### src/rtl/id_link_pkg.sv
// Items shared by the ID link transmitter and the IdReceiver decoder.
package id_link_pkg;

  localparam logic [7:0] SYNC_BYTE_DEFAULT = 8'hD5;

  typedef enum logic [2:0] {
    IDLE   = 3'd0,
    SYNC   = 3'd1,
    DATA   = 3'd2,
    PARITY = 3'd3,
    GAP    = 3'd4
  } tx_state_t;

  // IEEE 802.3 Manchester: 0 = high then low, 1 = low then high.
  // phase selects the half: 0 = first half, 1 = second half.
  function automatic logic manchester_half(input logic bit_val, input logic phase);
    return ~(bit_val ^ phase);
  endfunction

  // Counter width for a 0..n-1 count, never narrower than one bit.
  function automatic int cnt_width(input int n);
    return (n > 1) ? $clog2(n) : 1;
  endfunction

endpackage

### src/rtl/id_transmitter_bit_timer.sv
// Half-bit timer: counts HALF_CYCLES per half and toggles a phase flag.
// Next-cycle values are exposed so the owner can register its outputs
// against the position the line will be at in the following cycle.
module bit_timer
  import id_link_pkg::*;
#(
  parameter int HALF_CYCLES = 250
) (
  input  logic                             clk,
  input  logic                             reset,
  input  logic                             restart,
  output logic [cnt_width(HALF_CYCLES)-1:0] half_cnt_nxt,
  output logic                             phase_nxt,
  output logic                             bit_end
);

  localparam int HW = cnt_width(HALF_CYCLES);

  logic [HW-1:0] half_cnt;
  logic          phase;
  logic          half_end;

  // Next count/phase: restart parks at the start of a bit, otherwise wrap per half.
  always_comb begin
    half_end     = (half_cnt == HW'(HALF_CYCLES - 1));
    bit_end      = half_end && phase;
    half_cnt_nxt = half_cnt + HW'(1);
    phase_nxt    = phase;
    if (restart) begin
      half_cnt_nxt = '0;
      phase_nxt    = 1'b0;
    end else if (half_end) begin
      half_cnt_nxt = '0;
      phase_nxt    = ~phase;
    end
  end

  // Counter state.
  always_ff @(posedge clk) begin
    if (reset) begin
      half_cnt <= '0;
      phase    <= 1'b0;
    end else begin
      half_cnt <= half_cnt_nxt;
      phase    <= phase_nxt;
    end
  end

endmodule

### src/rtl/id_transmitter.sv
// ID frame transmitter: SYNC byte, ID (MSB first) and even parity,
// Manchester coded on tx_out, followed by an idle gap.
module id_transmitter
  import id_link_pkg::*;
#(
  parameter int         ID_WIDTH   = 32,
  parameter int         BIT_CYCLES = 500,
  parameter logic [7:0] SYNC_BYTE  = SYNC_BYTE_DEFAULT,
  parameter int         GAP_BITS   = 4
) (
  input  logic                clk,
  input  logic                reset,
  input  logic [ID_WIDTH-1:0] id_in,
  input  logic                id_valid,
  output logic                id_ready,
  output logic                tx_out,
  output logic                busy,
  output logic                frame_done
);

  localparam int HALF     = BIT_CYCLES / 2;
  localparam int HW       = cnt_width(HALF);
  localparam int FW       = 9 + ID_WIDTH;
  localparam int MAX_WG   = (ID_WIDTH > GAP_BITS) ? ID_WIDTH : GAP_BITS;
  localparam int MAX_BITS = (MAX_WG > 8) ? MAX_WG : 8;
  localparam int BCW      = $clog2(MAX_BITS + 1);

  if (BIT_CYCLES < 2 || (BIT_CYCLES % 2) != 0) begin : g_bad_bit_cycles
    $error("id_transmitter: BIT_CYCLES must be even and >= 2");
  end
  if (ID_WIDTH < 1) begin : g_bad_id_width
    $error("id_transmitter: ID_WIDTH must be >= 1");
  end
  if (GAP_BITS < 1) begin : g_bad_gap_bits
    $error("id_transmitter: GAP_BITS must be >= 1");
  end

  tx_state_t      state, nxt_state;
  logic [BCW-1:0] bit_cnt, nxt_bit_cnt;
  logic [FW-1:0]  frame_sr, nxt_sr;
  logic           restart;
  logic [HW-1:0]  half_cnt_nxt;
  logic           phase_nxt;
  logic           bit_end;
  logic           line_active;
  logic           tx_nxt;
  logic           done_nxt;

  bit_timer #(
    .HALF_CYCLES(HALF)
  ) u_bit_timer (
    .clk         (clk),
    .reset       (reset),
    .restart     (restart),
    .half_cnt_nxt(half_cnt_nxt),
    .phase_nxt   (phase_nxt),
    .bit_end     (bit_end)
  );

  // Frame sequencing; the whole frame lives in one shift register whose MSB is the current line bit.
  always_comb begin
    nxt_state   = state;
    nxt_bit_cnt = bit_cnt;
    nxt_sr      = frame_sr;
    restart     = 1'b0;
    unique case (state)
      IDLE: begin
        restart = 1'b1;
        if (id_valid && id_ready) begin
          nxt_state   = SYNC;
          nxt_bit_cnt = '0;
          nxt_sr      = {SYNC_BYTE, id_in, ^id_in};
        end
      end
      SYNC: begin
        if (bit_end) begin
          nxt_sr = {frame_sr[FW-2:0], 1'b0};
          if (bit_cnt == BCW'(7)) begin
            nxt_state   = DATA;
            nxt_bit_cnt = '0;
          end else begin
            nxt_bit_cnt = bit_cnt + BCW'(1);
          end
        end
      end
      DATA: begin
        if (bit_end) begin
          nxt_sr = {frame_sr[FW-2:0], 1'b0};
          if (bit_cnt == BCW'(ID_WIDTH - 1)) begin
            nxt_state   = PARITY;
            nxt_bit_cnt = '0;
          end else begin
            nxt_bit_cnt = bit_cnt + BCW'(1);
          end
        end
      end
      PARITY: begin
        if (bit_end) begin
          nxt_state   = GAP;
          nxt_bit_cnt = '0;
        end
      end
      GAP: begin
        if (bit_end) begin
          if (bit_cnt == BCW'(GAP_BITS - 1)) begin
            nxt_state   = IDLE;
            nxt_bit_cnt = '0;
          end else begin
            nxt_bit_cnt = bit_cnt + BCW'(1);
          end
        end
      end
      default: begin
        nxt_state   = IDLE;
        nxt_bit_cnt = '0;
      end
    endcase

    line_active = (nxt_state == SYNC) || (nxt_state == DATA) || (nxt_state == PARITY);
    tx_nxt      = line_active ? manchester_half(nxt_sr[FW-1], phase_nxt) : 1'b0;
    done_nxt    = (nxt_state == PARITY) && phase_nxt && (half_cnt_nxt == HW'(HALF - 1));
  end

  // State and registered outputs, all derived from the next-cycle position.
  always_ff @(posedge clk) begin
    if (reset) begin
      state      <= IDLE;
      bit_cnt    <= '0;
      frame_sr   <= '0;
      tx_out     <= 1'b0;
      id_ready   <= 1'b0;
      busy       <= 1'b0;
      frame_done <= 1'b0;
    end else begin
      state      <= nxt_state;
      bit_cnt    <= nxt_bit_cnt;
      frame_sr   <= nxt_sr;
      tx_out     <= tx_nxt;
      id_ready   <= (nxt_state == IDLE);
      busy       <= (nxt_state != IDLE);
      frame_done <= done_nxt;
    end
  end

endmodule
### config.mk
export PLATFORM = sky130hd
export DESIGN_NAME = id_transmitter
export DESIGN_NICKNAME = d
export VERILOG_FILES = /design/src/rtl/id_link_pkg.sv /design/src/rtl/id_transmitter_bit_timer.sv /design/src/rtl/id_transmitter.sv
export SDC_FILE = /design/constraint.sdc
export NUM_CORES = 1
export LEC_CHECK = 0
export CORE_MARGIN = 3
export CORE_UTILIZATION = 41
export CTS_BUF_LIST = sky130_fd_sc_hd__clkbuf_4
export CTS_CLUSTER_SIZE = 40
export DETAILED_ROUTE_END_ITERATION = 10
export PLACE_DENSITY = 0.67
export SLEW_MARGIN = 20
export SYNTH_ARGS = -nofsm -noshare
export SYNTH_HDL_FRONTEND = slang
export SYNTH_SLANG_ARGS = --single-unit
### constraint.sdc
create_clock -name clk -period 3.19 [get_ports clk]
set_input_delay 0.319 -clock clk [delete_from_list [all_inputs] [get_ports clk]]
set_output_delay 0.319 -clock clk [all_outputs]
set_load 0.05 [all_outputs]
Word-level counts from Yosys, hierarchy flattened
Index checks and enable logic that the tools add are counted.
Widths: inputs -> output; s select.
- flip-flop bits (word level): 63
- input port bits: 35
- output and inout port bits: 4
- word-level logic and storage cells: 75
- add/sub/neg operators: 2
- equal/unequal tests: 18
- muxes and demuxes: 26
- bitwise gates (word level): 4
- reduce and logical (&&, ||, !) cells: 15
- operators by type and width (kind ; count):
    $mux 41 ; 2
    $pmux 41 s2 ; 1
    $mux 6 ; 8
    $reduce_xor 32->1 ; 1
    $pmux 6 s5 ; 1
    $mux 3 ; 8
    $eq 8x8->1 const B ; 2
    $mux 8 ; 2
    $pmux 3 s5 ; 1
    $eq 3x2->1 const B ; 4
    $ne 2x2->1 const B ; 5
    $add 8x1->8 const B ; 1
    $add 6x1->6 const B ; 1
    $eq 3x1->1 const B ; 2
    $eq 6x2->1 const B ; 1
    $eq 6x3->1 const B ; 1
    $eq 6x5->1 const B ; 1
    $logic_not 3->1 ; 2
    $reduce_and 5->1 ; 1
    $logic_and 1x1->1 ; 4
    $reduce_or 2->1 ; 2
    $eq 3x3->1 const B ; 1
    $mux 1 ; 3
    $not 1->1 ; 3
    other kinds (6) ; 7

Depth between registers and ports, before layout
Gate-level depths: netlist (run 1).
- depth in word-level cells: 9
- gate-level depth with buffers: 12
- gate-level depth less buffers: 11

Modules after synthesis
A second synthesis (run 1) with hierarchy kept.
- cell total of the unflattened synthesis: 364
- area total of the unflattened synthesis: 3074.2 um2
- modules (own cells, without submodules) (module ; times used ; cells each ; area an instance (um2) ; seq. area each (um2)):
    id_transmitter ; 1 ; 311 ; 2620.0 ; 1081.0
    bit_timer ; 1 ; 53 ; 454.2 ; 180.2

Least setup slack after synthesis (run 1)
Ideal clock, no wire load.
- kind: register -> register
- start point: register u_bit_timer.half_cnt[0]
- end point: register bit_cnt[4]
- setup time: 70 ps
- arrival: 2132 ps
- required time: 3120 ps
- slack: 988 ps
- cell stages (with the launch flop): 12
- clock period less this slack: 2202 ps
- cells stage by stage: dfxtp_1 -> ha_1 -> nand4b_1 -> nor2_1 -> ha_1 -> clkbuf_1 -> o21ai_0 -> o311a_1 -> a21o_1 -> nor4_1 -> nor2_1 -> a21oi_1
- longest elaborated chain between the ends: 4
- elaborated cells between the ends (all ways): 7
- ends and longest elaborated chain (element ; RTL line ; source):
    from (decl) ; id_transmitter_bit_timer.sv:19 ; logic [HW-1:0] half_cnt;
    from (signal assigned) ; id_transmitter_bit_timer.sv:44 ; half_cnt <= half_cnt_nxt;
    $eq 8x8->1 (*) ; id_transmitter_bit_timer.sv:25 ; half_end = (half_cnt == HW'(HALF_CYCLES - 1));
    $logic_and 1x1->1 (*) ; id_transmitter_bit_timer.sv:26 ; bit_end = half_end && phase;
    $ne 2x2->1 (no line) ; - ;
    $reduce_and 5->1 (no line) (*) ; - ;
    to (signal assigned) ; id_transmitter.sv:136 ; bit_cnt <= nxt_bit_cnt;
    to (decl) ; id_transmitter.sv:39 ; logic [BCW-1:0] bit_cnt, nxt_bit_cnt;
Every way passes the cells marked *; elsewhere a longest branch is shown, timed or not.
A chain may end at the register's enable or synchronous reset.

Final worst setup path (run 1)
Same ends and word-level chain as after synthesis.

==> impl_metrics.tcl, run 1 <==
set metrics [dict create \
    path_class "flop to flop" \
    crit_path_max_fanout 9 \
    io-pin-count 39 \
    crit_path_cell_trace "ha_1 > nand4b_1 > nor2_1 > ha_1 > o21ai_0 > o311a_1 > a21o_1 > nor4_1 > nor2_1 > a21oi_1" \
    cts_tree "built" \
    end_kind "flop" \
    critPathSlowestCell "dfxtp_1" \
    cts_hold_buf 0 \
    async_flop_share_pct 0 \
    syn_to_final_growth_pct 16.5 \
    rsz0062_at_grt "no" \
    slowest_delay_ps 420 \
    p_per_area_mw_per_mm2 429 \
    grtUsageTotal_pct 15.8 \
    rr_worst_depth 10 \
    drtAntennaViolNets 0 \
    crit_family "simple AND/OR/NAND/NOR gates" \
    worstHoldPathCells 2 \
    layout_min_cycle_time_ps 2490 \
    synth_edf_count 0 \
    fin_nets 440 \
    hpwl_um 4620 \
    ys_ff_latch 63 \
    postCtsSetupBuffers 0 \
    finalSetupTns_ps 0 \
    grt-ovfl-total 0 \
    rows 31 \
    clockBufferDepth 2 \
    synth-seq-area-share_pct 40.1 \
    root_buffer "clkbuf_4" \
    grt_pass1_vias 2445 \
    hp-class "flop to flop" \
    cp.required_ps 3510 \
    synth_fp_nets 410 \
    fp.dieW_um 93.6 \
    port_buffers 38 \
    slew_headroom_pct 50.3 \
    core_area_mm2 0.00737 \
    maxCapViolations 0 \
    max_freq_mhz 401 \
    initial_core_util_pct 42.7 \
    synth_ff_type "dfxtp_1" \
    antenna_found_initial 0 \
    worstSkewPairLatency_ps 400 \
    final_cells 504 \
    synthDistinctLibCells 46 \
    worst_slew_pin_slew_ps 745 \
    wl_um 6720 \
    leakage_nw 1.19 \
    drtIter0Drc 101 \
    cts_resized 0 \
    drc 0 \
    path_buf_inv 0 \
    timing.final.crit_share_pct 78.1 \
    drt_pre_antenna_iters 7 \
    yosys_warnings 0 \
    dieArea_mm2 0.00877 \
    wl_per_cell_um 13.3 \
    ir_drop_v 0.000251 \
    syn_area_per_cell_um2 8.51 \
    die_h_um 93.6 \
    finalSetupViolations 0 \
    antenna_cells 0 \
    gp_congestion 0.808 \
    cp-start-kind "flop" \
    cts_buffers 9 \
    finalClockSkew_ps 18.7 \
    place_inst 488 \
    netlist_area_mm2 0.00315 \
    finalInstanceArea_mm2 0.00367 \
    status "finished, final reports clean" \
    vias 2697 \
    fin_total_pwr_mw 1.57 \
    num-fill-cells 747 \
    grt_pass1_wl_um 11100 \
    htreeDepth 3 \
    cts_sinks 63 \
    place_area_mm2 0.00356 \
    syn_inst 370 \
    hold_violations 0 \
    drive_gt1_share_pct 8.15 \
    grt_start_max_net_pins 40 \
    avgViaCountPerCell 5.35 \
    clk_pin_slew_ps 100 \
    crit_arrival_ps 2810 \
    crit_cells 10 \
    drv_slew 0 \
]
==> logic make-up (layout without fill, tap and decap cells) <==
kind of cell / Yosys count / count (layout) / share of synthesized area [%]
and+or+nand+nor: 128 / 128 / 20.8
AOI/OAI and AO/OA: 106 / 106 / 21.5
DFF: 63 / 63 / 40.1
xor gates and xnor gates: 37 / 37 / 10.3
buffers and inverters: 29 / 64 / 4.69
adders and majority gates: 5 / 5 / 1.99
muxes: 2 / 2 / 0.636
==> tightest hold or removal path, delay by kind of cell, from the launching register on <==
kind,cells,cell delay (ps)
flops,1,320
simple gates,1,50
compound gates,1,50
==> Yosys cell counts, types with 4 or more instances <==
library cell	instances	area, um2
dfxtp_1	63	1260
nand2_1	56	210
a21oi_1	47	235
a22oi_1	31	233
xnor2_1	31	272
nor2_1	23	86.3
clkbuf_1	11	41.3
nand3_1	11	55.1
buf_2	10	50.1
o21ai_0	8	40.0
nor3_1	7	35.0
xor2_1	6	52.6
a31oi_1	5	31.3
ha_1	5	62.6
inv_1	4	15.0
nor2b_1	4	25.0
==> cells in the final DEF (no fill, tap or decap), drive strengths merged, types with 5 or more instances in the layout <==
master          n
a31oi           5
nor2           26
buf             7
a21oi          48
nand3          11
nor3            8
o21ai           8
clkdlybuf4s50  37
ha              5
dfxtp          63
xor2            6
a22oi          31
xnor2          31
nand2          56
clkbuf          9
clkinv          5
==> layout make-up <==
cell class / instances / area [um2] / share of cell area (%)
Sequential cell: 63 / 1260 / 34.4
Timing Repair Buffer: 44 / 420 / 11.5
Inverter: 4 / 15.0 / 0.409
Clock buffer: 9 / 67.6 / 1.84
Clock inverter: 7 / 40.0 / 1.09
Multi-Input combinational cell: 278 / 1740 / 47.4
Tap cell: 99 / 124 / 3.38
==> sequential cells by signal, indices dropped and copies added, names as in the netlist <==
register,cells
bit_cnt,6
busy,1
frame_done,1
frame_sr,41
id_ready,1
state,3
tx_out,1
u_bit_timer.half_cnt,8
u_bit_timer.phase,1
==> metal layers <==
metal	global-route usage (%)	part of all wire [%]	vias up
met3	5.07	3.5	7
met4	3.97	0.80	0
met2	26.2	48	43
met5	0	0	-
met1	19.9	48	1275
li1	-	-	1372
==> path summary, 6_finish.rpt <==
check	endpoint	from	slack, ps
max	bit_cnt[4]	u_bit_timer.half_cnt[0]	700
min	frame_sr[34]	frame_sr[33]	460
max reg2reg	bit_cnt[4]	u_bit_timer.half_cnt[0]	700
min reg2reg	frame_sr[34]	frame_sr[33]	460
==> stage by stage <==
stage	setup WS [ps]	hold WS (ps)	utilization, %
after detailed placement	769	445	48.3
after floorplan	988	400	-
after CTS	711	433	49.8
after global placement	893	440	48.3
final	698	457	49.8
after global routing	387	465	49.8
==> power by group <==
part,internal [mW],switching (mW)
Combinational,0.144,0.144
Clock,0.152,0.292
Sequential,0.820,0.0200
Total,1.12,0.456
Note: power is estimated with default switching activity, not from simulation.
==> run 2, diff against run 1 <==
Settings changed: PLACE_DENSITY 0.67 to 0.69.
Clock period 3.19 ns to 2.15 ns, I/O delays scaled along.
==> impl_metrics.tcl, run 2 (synthesized netlist as in run 1, its figures left out) <==
set metrics [dict create \
    gp_congestion 0.811 \
    avgViaCountPerCell 5.27 \
    worstHoldPathCells 2 \
    dp_slack_ps 14.1 \
    fin_nets 447 \
    grt_start_max_net_pins 33 \
    num-fill-cells 709 \
    rr_worst_depth 11 \
    rows 31 \
    end_kind "flop" \
    cts_tree "built" \
    top_register "frame_sr" \
    setup_slack_ps 109 \
    antenna_cells 0 \
    final_common_cell "dfxtp_1" \
    clockBufferDepth 2 \
    finalClockSkew_ps 20.2 \
    grt_pass1_vias 2593 \
    worst_slew_pin_slew_ps 546 \
    postCtsSetupBuffers 0 \
    vias 2692 \
    drive_gt1_share_pct 13.1 \
    timing.final.crit_share_pct 94.9 \
    hold_end "bit_cnt[5]" \
    hold_ws_ps 261 \
    clk_pin_slew_ps 120 \
    die_h_um 93.6 \
    antenna_found_initial 0 \
    status "finished, final reports clean" \
    grt_pass1_wl_um 11200 \
    hp-class "primary input to flop" \
    htreeDepth 3 \
    leakage_nw 1.23 \
    cp-start-kind "flop" \
    cp.required_ps 2500 \
    top_regs "frame_sr (41), u_bit_timer.half_cnt (8), bit_cnt (6)" \
    port_buffers 38 \
    syn_to_final_growth_pct 20.1 \
    root_buffer "clkbuf_4" \
    drv_slew 0 \
    fp.dieW_um 93.6 \
    hold_violations 0 \
    drtAntennaViolNets 0 \
    crit_arrival_ps 2390 \
    core_area_mm2 0.00737 \
    initial_core_util_pct 42.7 \
    ir_drop_v 0.000316 \
    dieArea_mm2 0.00877 \
    io-pin-count 39 \
    layout_min_cycle_time_ps 2040 \
    cts_sinks 63 \
    rsz0062_at_grt "yes" \
    path_class "flop to flop" \
    largest_reg_flops 41 \
    worstSkewPairLatency_ps 420 \
    drtIter0Drc 138 \
    final_cell_mix "dfxtp_1 (60), nand2_1 (56), a21oi_1 (46)" \
    min_from "reset" \
    reg2reg_slack_ps 110 \
    hpwl_um 4690 \
    cts_buffers 9 \
    crit_path_max_fanout 8 \
    drc 0 \
    slew_headroom_pct 63.6 \
    wl_per_cell_um 13.4 \
    timing.rr.start "u_bit_timer.half_cnt[1]" \
    cts_hold_buf 0 \
    grt-ovfl-total 0 \
    drt_pre_antenna_iters 4 \
    finalSetupViolations 0 \
    p_per_area_mw_per_mm2 630 \
    grtUsageTotal_pct 16.0 \
    maxCapViolations 0 \
    max_freq_mhz 490 \
    wl_um 6820 \
    worstReg2RegEnd "bit_cnt[3]" \
]
==> run 2: where the power goes <==
part	internal [mW]	switching [mW]
Combinational	0.217	0.217
Sequential	1.22	0.0306
Clock	0.237	0.463
==> run 2: critical path: stages (launching register included) <==
cell      delay, ps
dfxtp_2         340
inv_2            60
ha_4            110
nand4b_1        150
nor2_2          210
ha_2            230
o21ai_1          70
o311a_1         160
a21o_4          240
nor4b_2         250
a21oi_1          60
nor2_1           90
==> run 2: timing repair <==
item | 4_1_cts | 5_1_grt
pin swaps | 0 | 8
setup endpoints to repair | 1 | 7
resized for setup | 1 | 16
==> run 2: area by class of cell <==
cell class	instances	area [um2]	area share, %
inverter	4	15.0	0.397
clock inverter	7	47.5	1.26
multi-input combinational	278	1780	47.1
sequential	63	1260	33.5
timing repair buffer	51	480	12.7
tap	99	124	3.28
clock buffer	9	67.6	1.79
==> run 2: layer usage <==
metal	global-route usage [%]	part of all wire, %	wire [um]	up-vias
met3	4.91	3.4	231	6
met2	27.3	51	3490	35
met1	19.1	44	3020	1268
li1	-	-	-	1383
met4	5.54	1.3	86	0
met5	0	0	0	-
==> run 2: stage by stage <==
stage,cell area (um2),utilization (%),instances,TNS (ps),total power [mW]
global route,3780,51.3,511,-122,2.50
global placement,3610,49.0,495,0,1.70
floorplan,3150,-,370,0,1.56
finish,3780,51.3,511,0,2.38
detailed placement,3610,49.0,495,0,1.70
CTS,3730,50.6,511,0,2.41
==> run 2: worst max path at each step <==
stage | start | to | slack [ps] | cells after the start
5_1_grt | u_bit_timer.half_cnt[1] | bit_cnt[3] | -90 | 11
6_report | u_bit_timer.half_cnt[1] | bit_cnt[3] | 110 | 11
3_5_place_dp | u_bit_timer.half_cnt[1] | bit_cnt[4] | 10 | 11
4_1_cts | u_bit_timer.half_cnt[1] | bit_cnt[4] | 60 | 11
2_1_floorplan | u_bit_timer.half_cnt[0] | bit_cnt[4] | 50 | 11
3_3_place_gp | u_bit_timer.half_cnt[1] | bit_cnt[4] | 110 | 11
